--- src/rtl/alu_op_sequencer_if.sv ---
// Command / ALU-datapath / result bundle for the 4-bit ALU issue sequencer.
// The slave modport is the sequencer's view; master is the host + ALU side.
interface alu_op_sequencer_if #(
  parameter int CNT_W = 8
);
  logic             Cmd_Valid;
  logic             Cmd_Ready;
  logic [3:0]       Cmd_Opcode;
  logic [3:0]       Cmd_A;
  logic [3:0]       Cmd_B;
  logic [3:0]       ALU_Sel;
  logic [3:0]       ALU_A;
  logic [3:0]       ALU_B;
  logic [3:0]       ALU_Out;
  logic             Res_Valid;
  logic             Res_Ready;
  logic [3:0]       Res_Data;
  logic [3:0]       Res_Opcode;
  logic             Res_Zero;
  logic [CNT_W-1:0] Op_Count;

  modport slave (
    input  Cmd_Valid, Cmd_Opcode, Cmd_A, Cmd_B, ALU_Out, Res_Ready,
    output Cmd_Ready, ALU_Sel, ALU_A, ALU_B,
           Res_Valid, Res_Data, Res_Opcode, Res_Zero, Op_Count
  );

  modport master (
    output Cmd_Valid, Cmd_Opcode, Cmd_A, Cmd_B, ALU_Out, Res_Ready,
    input  Cmd_Ready, ALU_Sel, ALU_A, ALU_B,
           Res_Valid, Res_Data, Res_Opcode, Res_Zero, Op_Count
  );
endinterface

--- src/rtl/alu_op_sequencer.sv ---
// Issues one ALU command at a time, waits for the result to settle, returns it.
//   state  | meaning
//   S_IDLE | Cmd_Ready high, waiting for a command
//   S_WAIT | operands driven to the ALU, settle counter running down
//   S_RESP | result captured, Res_Valid high until the consumer takes it
module alu_op_sequencer #(
  parameter int SETTLE_CYCLES = 1,
  parameter int CNT_W         = 8
) (
  input  logic               clk,
  input  logic               rst,
  alu_op_sequencer_if.slave  bus
);

  typedef enum logic [1:0] {
    S_IDLE,
    S_WAIT,
    S_RESP
  } state_t;

  localparam logic [3:0] SETTLE_INIT = 4'(SETTLE_CYCLES - 1);

  state_t           state_q, state_d;
  logic             cmd_ready_q, cmd_ready_d;
  logic [3:0]       alu_sel_q, alu_sel_d;
  logic [3:0]       alu_a_q, alu_a_d;
  logic [3:0]       alu_b_q, alu_b_d;
  logic [3:0]       settle_q, settle_d;
  logic             res_valid_q, res_valid_d;
  logic [3:0]       res_data_q, res_data_d;
  logic [3:0]       res_opcode_q, res_opcode_d;
  logic             res_zero_q, res_zero_d;
  logic [CNT_W-1:0] op_count_q, op_count_d;

  always_ff @(posedge clk or posedge rst) begin
    if (rst) begin
      state_q      <= S_IDLE;
      cmd_ready_q  <= 1'b0;
      alu_sel_q    <= 4'b0000;
      alu_a_q      <= 4'b0000;
      alu_b_q      <= 4'b0000;
      settle_q     <= 4'b0000;
      res_valid_q  <= 1'b0;
      res_data_q   <= 4'b0000;
      res_opcode_q <= 4'b0000;
      res_zero_q   <= 1'b0;
      op_count_q   <= '0;
    end else begin
      state_q      <= state_d;
      cmd_ready_q  <= cmd_ready_d;
      alu_sel_q    <= alu_sel_d;
      alu_a_q      <= alu_a_d;
      alu_b_q      <= alu_b_d;
      settle_q     <= settle_d;
      res_valid_q  <= res_valid_d;
      res_data_q   <= res_data_d;
      res_opcode_q <= res_opcode_d;
      res_zero_q   <= res_zero_d;
      op_count_q   <= op_count_d;
    end
  end

  always_comb begin
    state_d      = state_q;
    alu_sel_d    = alu_sel_q;
    alu_a_d      = alu_a_q;
    alu_b_d      = alu_b_q;
    settle_d     = settle_q;
    res_valid_d  = res_valid_q;
    res_data_d   = res_data_q;
    res_opcode_d = res_opcode_q;
    res_zero_d   = res_zero_q;
    op_count_d   = op_count_q;

    case (state_q)
      S_IDLE: begin
        if (bus.Cmd_Valid && cmd_ready_q) begin
          alu_sel_d    = bus.Cmd_Opcode;
          alu_a_d      = bus.Cmd_A;
          alu_b_d      = bus.Cmd_B;
          res_opcode_d = bus.Cmd_Opcode;
          settle_d     = SETTLE_INIT;
          state_d      = S_WAIT;
        end
      end
      S_WAIT: begin
        if (settle_q == 4'd0) begin
          res_data_d  = bus.ALU_Out;
          res_zero_d  = (bus.ALU_Out == 4'b0000);
          res_valid_d = 1'b1;
          state_d     = S_RESP;
        end else begin
          settle_d = settle_q - 4'd1;
        end
      end
      S_RESP: begin
        if (res_valid_q && bus.Res_Ready) begin
          res_valid_d = 1'b0;
          op_count_d  = op_count_q + CNT_W'(1);
          state_d     = S_IDLE;
        end
      end
      default: state_d = S_IDLE;
    endcase

    // Ready is registered, so it tracks where the FSM is headed next cycle.
    cmd_ready_d = (state_d == S_IDLE);
  end

  assign bus.Cmd_Ready  = cmd_ready_q;
  assign bus.ALU_Sel    = alu_sel_q;
  assign bus.ALU_A      = alu_a_q;
  assign bus.ALU_B      = alu_b_q;
  assign bus.Res_Valid  = res_valid_q;
  assign bus.Res_Data   = res_data_q;
  assign bus.Res_Opcode = res_opcode_q;
  assign bus.Res_Zero   = res_zero_q;
  assign bus.Op_Count   = op_count_q;

endmodule

--- src/flat_wrapper.sv ---
// flat-port wrapper written by rule: the top's interface ports become plain ports
module alu_op_sequencer_flat 
#(
  parameter int SETTLE_CYCLES = 1,
  parameter int CNT_W         = 8
)
  (clk, rst, bus_Cmd_Valid, bus_Cmd_Opcode, bus_Cmd_A, bus_Cmd_B, bus_ALU_Out, bus_Res_Ready, bus_Cmd_Ready, bus_ALU_Sel, bus_ALU_A, bus_ALU_B, bus_Res_Valid, bus_Res_Data, bus_Res_Opcode, bus_Res_Zero, bus_Op_Count);
  alu_op_sequencer_if #(.CNT_W(CNT_W)) bus_i ();
  input  logic clk;
  input  logic rst;
  input wire logic [$bits(bus_i.Cmd_Valid)-1:0] bus_Cmd_Valid;
  input wire logic [$bits(bus_i.Cmd_Opcode)-1:0] bus_Cmd_Opcode;
  input wire logic [$bits(bus_i.Cmd_A)-1:0] bus_Cmd_A;
  input wire logic [$bits(bus_i.Cmd_B)-1:0] bus_Cmd_B;
  input wire logic [$bits(bus_i.ALU_Out)-1:0] bus_ALU_Out;
  input wire logic [$bits(bus_i.Res_Ready)-1:0] bus_Res_Ready;
  output wire logic [$bits(bus_i.Cmd_Ready)-1:0] bus_Cmd_Ready;
  output wire logic [$bits(bus_i.ALU_Sel)-1:0] bus_ALU_Sel;
  output wire logic [$bits(bus_i.ALU_A)-1:0] bus_ALU_A;
  output wire logic [$bits(bus_i.ALU_B)-1:0] bus_ALU_B;
  output wire logic [$bits(bus_i.Res_Valid)-1:0] bus_Res_Valid;
  output wire logic [$bits(bus_i.Res_Data)-1:0] bus_Res_Data;
  output wire logic [$bits(bus_i.Res_Opcode)-1:0] bus_Res_Opcode;
  output wire logic [$bits(bus_i.Res_Zero)-1:0] bus_Res_Zero;
  output wire logic [$bits(bus_i.Op_Count)-1:0] bus_Op_Count;
  assign bus_i.Cmd_Valid = bus_Cmd_Valid;
  assign bus_i.Cmd_Opcode = bus_Cmd_Opcode;
  assign bus_i.Cmd_A = bus_Cmd_A;
  assign bus_i.Cmd_B = bus_Cmd_B;
  assign bus_i.ALU_Out = bus_ALU_Out;
  assign bus_i.Res_Ready = bus_Res_Ready;
  assign bus_Cmd_Ready = bus_i.Cmd_Ready;
  assign bus_ALU_Sel = bus_i.ALU_Sel;
  assign bus_ALU_A = bus_i.ALU_A;
  assign bus_ALU_B = bus_i.ALU_B;
  assign bus_Res_Valid = bus_i.Res_Valid;
  assign bus_Res_Data = bus_i.Res_Data;
  assign bus_Res_Opcode = bus_i.Res_Opcode;
  assign bus_Res_Zero = bus_i.Res_Zero;
  assign bus_Op_Count = bus_i.Op_Count;
  alu_op_sequencer #(.SETTLE_CYCLES(SETTLE_CYCLES), .CNT_W(CNT_W)) u_core (.clk(clk), .rst(rst), .bus(bus_i));
endmodule
--- config.mk ---
export PLATFORM = sky130hd
export DESIGN_NAME = alu_op_sequencer_flat
export DESIGN_NICKNAME = d
export VERILOG_FILES = /design/src/rtl/alu_op_sequencer_if.sv /design/src/rtl/alu_op_sequencer.sv /design/src/flat_wrapper.sv
export SDC_FILE = /design/constraint.sdc
export NUM_CORES = 1
export LEC_CHECK = 0
export CAP_MARGIN = 20
export CELL_PAD_IN_SITES_DETAIL_PLACEMENT = 2
export CELL_PAD_IN_SITES_GLOBAL_PLACEMENT = 2
export CORE_MARGIN = 2
export CORE_UTILIZATION = 29
export CTS_CLUSTER_SIZE = 8
export DETAILED_ROUTE_END_ITERATION = 8
export PLACE_DENSITY_LB_ADDON = 0.1
export SLEW_MARGIN = 15
export SYNTH_ARGS = -nofsm -noshare
export SYNTH_HDL_FRONTEND = slang
export SYNTH_SLANG_ARGS = --single-unit
--- constraint.sdc ---
create_clock -name clk -period 2 [get_ports clk]
set_input_delay 0.4 -clock clk [delete_from_list [all_inputs] [get_ports clk]]
set_output_delay 0.4 -clock clk [all_outputs]
set_load 0.01 [all_outputs]
==> run summary, run 1 <==
Longest Clk Path Bufs = 2
Detailed-route via count = 1122
Final setup fails = 0
Synthesized instance count = 120
Non-Filler Instances = 244
CTS root buffer = clkbuf_8
Met2 Wirelength = 2020 um
Crit. End Element = flop
Final hold viol count = 0
WL met1 = 1660 um
Worst Hold Path Cells = 1
RSZ-0062 raised after global routing = no
Critical path class = flop to flop
Setup TNS = 0 ns
Arr. time, crit path = 1.91 ns
Layout Nets = 200
Cts hold-fix bufs = 0
Slew Limit Fails = 0
Core outline area = 0.00511 mm^2
Storage cell area = 826 um^2
Req. time, crit path = 2.17 ns
Post_cts resized = 0
Die W = 76.9 um
Io pins = 51
GRT overflow = 0
F_max = 0.574 GHz
Clock Sink Count = 33
Least-Margin Pin Slew = 0.426 ns
Wire length of the first global-routing pass = 6560 um
Share of post-route cells with drive strength above 1 = 0.190
Drt pass-1 iters = 3
First-iteration detailed-routing DRC count = 16
CTS tree = built
Max FO, Critical Path = 17
Synth warnings = 0
Post-CTS setup buffers = 0
Routed wire length on met3 = 139 um
WL final = 3860 um
IO buf count = 50
Max-cap viol count = 0
Vias/cell = 4.60
HPWL after DPL = 2970 um
Leakage = 0.944 nW
Clock skew = 0.00325 ns
Commonest cells post-synth = 33 x dfrtp_1, 18 x mux2_2, 8 x inv_1
Post-Syn Nets = 147
Sequential-to-total area share from yosys stat = 0.536
H-tree depth = 2
FF+latch count, synth = 33
Antenna violations before repair = 0
Post-synth top flop = dfrtp_1
Reg clk slew, reported paths = 0.07 ns
Most numerous cell in the Yosys netlist = dfrtp_1
Cells on worst reg2reg path = 6
Fin crit share = 0.871
Final setup margin = 0.257 ns
Outcome = complete, no violations
Syn_area_per_cell = 12.8 um^2
Type of origin of the critical path = flop
Power Density = 1550 mW/mm^2
VDD IR max = 535 uV
Area contributors post-synth = dfrtp_1 54%, mux2_2 13%, ha_1 5.7%
Hold Path Class = flop to flop
Pre-CTS setup slack = 0.199 ns
Final Wtd Congestion = 0.760
Gr usage total = 0.142
Largest area contributor in the netlist = dfrtp_1
Tmin final = 1.74 ns
Synthesized area = 0.00154 mm^2
Site Rows = 26
WL/cell = 15.8 um
Largest net degree at the start of global routing = 34
Antenna cells = 0
Antenna Violating Nets Remaining = 0
Asr flop ratio synth = 1.00
Placed insts = 236
Post-synth top area share = 0.536
Initial core utilization = 0.302
Area of the multi-input gates = 629 um^2
Area Growth Syn to Fin = 44.3%
Distinct cells, synth = 29
Clock Latency Late Sink = 0.28 ns
Relative slew slack = 0.716
Layout fillers = 543
Die ar. = 0.00591 mm^2
Number of synthesized flops with an enable pin = 0
Top Layer Used = met4
Vias in the first global route = 1317
Die Y = 76.9 um
DR DRC count = 0
Num CTS Buffers = 5
==> final cells by class <==
| class | instances | area share |
|---|---|---|
| flip-flops and latches | 33 | 0.371 |
| well taps | 70 | 0.0394 |
| repair buffers | 53 | 0.241 |
| clock inverters | 1 | 0.0135 |
| clock buffers | 7 | 0.0388 |
| inverters | 8 | 0.0135 |
| multi-input cells | 72 | 0.283 |
==> flip-flops by register name, indices dropped and copies added, names as in the netlist <==
signal                 flops
u_core.bus.Res_Opcode      4
u_core.state_q             2
u_core.settle_q            4
u_core.bus.Res_Data        4
u_core.bus.Res_Zero        1
u_core.bus.Res_Valid       1
u_core.bus.ALU_B           4
u_core.bus.ALU_A           4
u_core.bus.Cmd_Ready       1
u_core.bus.Op_Count        8
==> critical path: stages, from the launching register on <==
cell	delay, ns
dfrtp_1	0.40
inv_1	0.08
ha_1	0.27
and3_1	0.24
buf_12	0.16
o21ba_4	0.23
a32o_1	0.26
==> stage by stage <==
stage	hold WS, ns	instance area, um^2	total power [W]	util
2_1_floorplan	0.503	1540	0.00209	-
3_3_place_gp	0.476	2110	0.00276	0.413
3_5_place_dp	0.468	2110	0.00286	0.413
4_1_cts	0.488	2220	0.00353	0.436
5_1_grt	0.505	2220	0.00371	0.436
6_report	0.482	2220	0.00346	0.436
==> layout by cell type (no fill, tap or decap) <==
master	instances
a211oi_1	1
a211oi_2	1
a21boi_0	1
a21o_2	1
a32o_1	3
and2b_2	1
and3_1	2
and4bb_1	1
buf_12	1
buf_4	2
bufinv_16	1
clkbuf_1	1
clkbuf_8	6
clkdlybuf4s50_1	50
dfrtp_1	33
ha_1	7
inv_1	8
mux2_2	18
mux2i_1	1
nand2_1	4
nand3_1	2
nand4_1	4
nor2_1	5
nor3_1	3
nor4_1	2
o211ai_1	1
o21ba_4	1
o21bai_1	1
o22ai_1	3
o32a_1	1
or3b_4	1
xnor2_1	5
xor2_1	2
==> layer usage <==
metal,track usage,vias to the layer above
met5,0,-
met4,0.0545,0
met3,0.0353,4
met2,0.248,20
met1,0.167,575
li1,-,523
==> cells by family (layout without fill, tap and decap cells) <==
| kind of cell | after synthesis | in the layout | synth area share |
|---|---|---|---|
| buffers and inverters | 15 | 69 | 0.0560 |
| AND/OR/NAND/NOR | 25 | 25 | 0.0917 |
| flip-flops | 33 | 33 | 0.536 |
| XOR/XNOR | 7 | 7 | 0.0398 |
| multiplexers | 19 | 19 | 0.138 |
| adder cells (fa/ha/maj) | 7 | 7 | 0.0568 |
| AO/OA/AOI/OAI | 14 | 14 | 0.0820 |
==> report_power, final <==
group / internal, W / switching, W
Clock: 0.000406 / 0.000239
Sequential: 0.000943 / 0.000210
Combinational: 0.000974 / 0.000686
==> path summary, 6_finish.rpt <==
path | to | slack [ns] | from
max | u_core.settle_q[2] | 0.26 | u_core.state_q[0]
min | u_core.bus.Op_Count[7] | 0.48 | u_core.bus.Op_Count[7]
min reg2reg | u_core.bus.Op_Count[7] | 0.48 | u_core.bus.Op_Count[7]
max reg2reg | u_core.settle_q[2] | 0.26 | u_core.state_q[0]
min in group asynchronous | u_core.bus.ALU_A[1] | 0.52 | rst
max in group asynchronous | u_core.bus.Op_Count[0] | 1.18 | rst
Power figures use the tool's default switching activity.
==> run 2: changes to the inputs <==
- CORE_ASPECT_RATIO: default -> 1.5
==> run 2 against run 1 <==
Against the previous run: combinational power barely moved; critical endpoint is now bus_Op_Count[2]; non-clock buffer count rose by 2; design area did not move; via count rose by 0.62%; routed wire length rose by 0.62%; cell count did not move; flip-flop and latch count did not move; clock power rose by 1%; critical path depth fell by 5; die area rose by 0.21%; clock skew rose by 0.0025 ns; register-to-register slack improved by 0.02 ns.
==> run summary, run 2 (synthesis results as in run 1) <==
Outcome = complete, no violations
GRT overflow = 0
Commonest non-fill, non-tap cell in the layout = clkdlybuf4s50_1
Initial core utilization = 0.301
Vias in the first global route = 1331
Final hold viol count = 0
Fin crit share = 0.879
Area post-placement = 0.00211 mm^2
F_max = 0.569 GHz
VDD IR max = 628 uV
Die Y = 93.3 um
Layout Nets = 202
Sw frac = 0.330
Type of origin of the critical path = flop
Post_cts resized = 0
Setup TNS = 0 ns
Cell Chain, Critical Path = clkdlybuf4s50_1
Gr usage total = 0.153
Final core occ = 0.434
Max FO, Critical Path = 6
Detailed-route via count = 1129
Clock share of power = 0.188
Antenna Violating Nets Remaining = 0
Area Growth Syn to Fin = 44.3%
Clock Sink Count = 33
Hold Path Class = flop to flop
Antenna cells = 0
Drt pass-1 iters = 3
CTS root buffer = clkbuf_8
Cts hold-fix bufs = 0
H-tree depth = 2
HPWL after DPL = 3050 um
Leakage = 0.951 nW
Site Rows = 32
Reg power frac = 0.333
CTS tree = built
Wire length of the first global-routing pass = 6670 um
Slew Limit Fails = 0
Power Density = 1560 mW/mm^2
First-iteration detailed-routing DRC count = 29
Longest Clk Path Bufs = 2
Vias/cell = 4.63
Max FFs per register = 8
Clock skew = 0.00571 ns
Final setup fails = 0
Largest net degree at the start of global routing = 34
WL/cell = 15.9 um
P_int = 0.00233 W
Post-CTS setup buffers = 0
Worst path bufs/invs = 1
Storage cell area = 826 um^2
Area of the multi-input gates = 629 um^2
Reg clk slew, reported paths = 0.07 ns
WL final = 3890 um
Max-cap viol count = 0
Io pins = 51
Slowest-stage cell, CP = clkdlybuf4s50_1
Logic pwr share = 0.479
Num CTS Buffers = 5
Share of post-route cells with drive strength above 1 = 0.199
Final setup margin = 0.242 ns
Req. time, crit path = 1.60 ns
Pre-CTS setup slack = 0.229 ns
Critical path class = flop to output port
Arr. time, crit path = 1.36 ns
Delay-heaviest family, CP = buffers and inverters
Tmin final = 1.76 ns
Least-Margin Pin Slew = 0.428 ns
Crit. End Element = output port
Die ar. = 0.00593 mm^2
Final Wtd Congestion = 0.696
Design area = 0.00222 mm^2
Core outline area = 0.00512 mm^2
Clock Latency Late Sink = 0.29 ns
Layout fillers = 573
DR DRC count = 0
Antenna violations before repair = 0
IO buf count = 50
RSZ-0062 raised after global routing = no
Most frequent cells in the layout = 50 x clkdlybuf4s50_1, 33 x dfrtp_1, 18 x mux2_2
Sw Pwr = 0.00115 W
Slowest cell delay on critical path = 0.60 ns
Relative slew slack = 0.715
Die W = 63.5 um
## run 2: cell count changes in the layout (fill, tap and decap cells not counted)
cell | before | now
buf_12 | 1 | 0
buf_4 | 2 | 5
## run 2: power by group through the flow
stage / sequential (W) / clock [W] / combinational, W
finish: 0.00116 / 0.000652 / 0.00166
global route: 0.00121 / 0.000708 / 0.00181
CTS: 0.00117 / 0.000679 / 0.00171
detailed placement: 0.00118 / 0 / 0.00169
global placement: 0.00115 / 0 / 0.00162
floorplan: 0.00124 / 0 / 0.000858
## run 2: final cells by class
cell class                      count  share of cell area
Sequential cell                    33               0.371
Inverter                            8              0.0135
Multi-Input combinational cell     72               0.283
Clock buffer                        7              0.0388
Timing Repair Buffer               55               0.242
Clock inverter                      1              0.0135
Tap cell                           68              0.0382
## run 2: worst paths after layout
kind / cells past startpoint / slack, ns / startpoint / end
min in group asynchronous: 3 / 0.50 / rst / u_core.bus.Op_Count[6]
setup reg to reg: 6 / 0.28 / u_core.state_q[0] / u_core.settle_q[2]
hold / removal: 1 / 0.49 / u_core.bus.Op_Count[7] / u_core.bus.Op_Count[7]
max in group asynchronous: 3 / 1.18 / rst / u_core.settle_q[3]
hold reg to reg: 1 / 0.49 / u_core.bus.Op_Count[7] / u_core.bus.Op_Count[7]
setup / recovery: 1 / 0.24 / u_core.bus.Op_Count[2] / bus_Op_Count[2]
## run 2: metal layers
metal  global-route usage  share of wire  vias up
met4               0.0761          0.023        0
met3               0.0445          0.048        7
met2                0.299           0.62       30
met5                    0              0        -
met1                0.138           0.31      563
li1                     -              -      529
## run 2: through the flow
| stage | hold WS (ns) | total power, W | cells |
|---|---|---|---|
| 2_1_floorplan | 0.503 | 0.00209 | 120 |
| 3_3_place_gp | 0.467 | 0.00277 | 236 |
| 3_5_place_dp | 0.489 | 0.00287 | 236 |
| 4_1_cts | 0.503 | 0.00356 | 244 |
| 5_1_grt | 0.536 | 0.00374 | 244 |
| 6_report | 0.493 | 0.00347 | 244 |
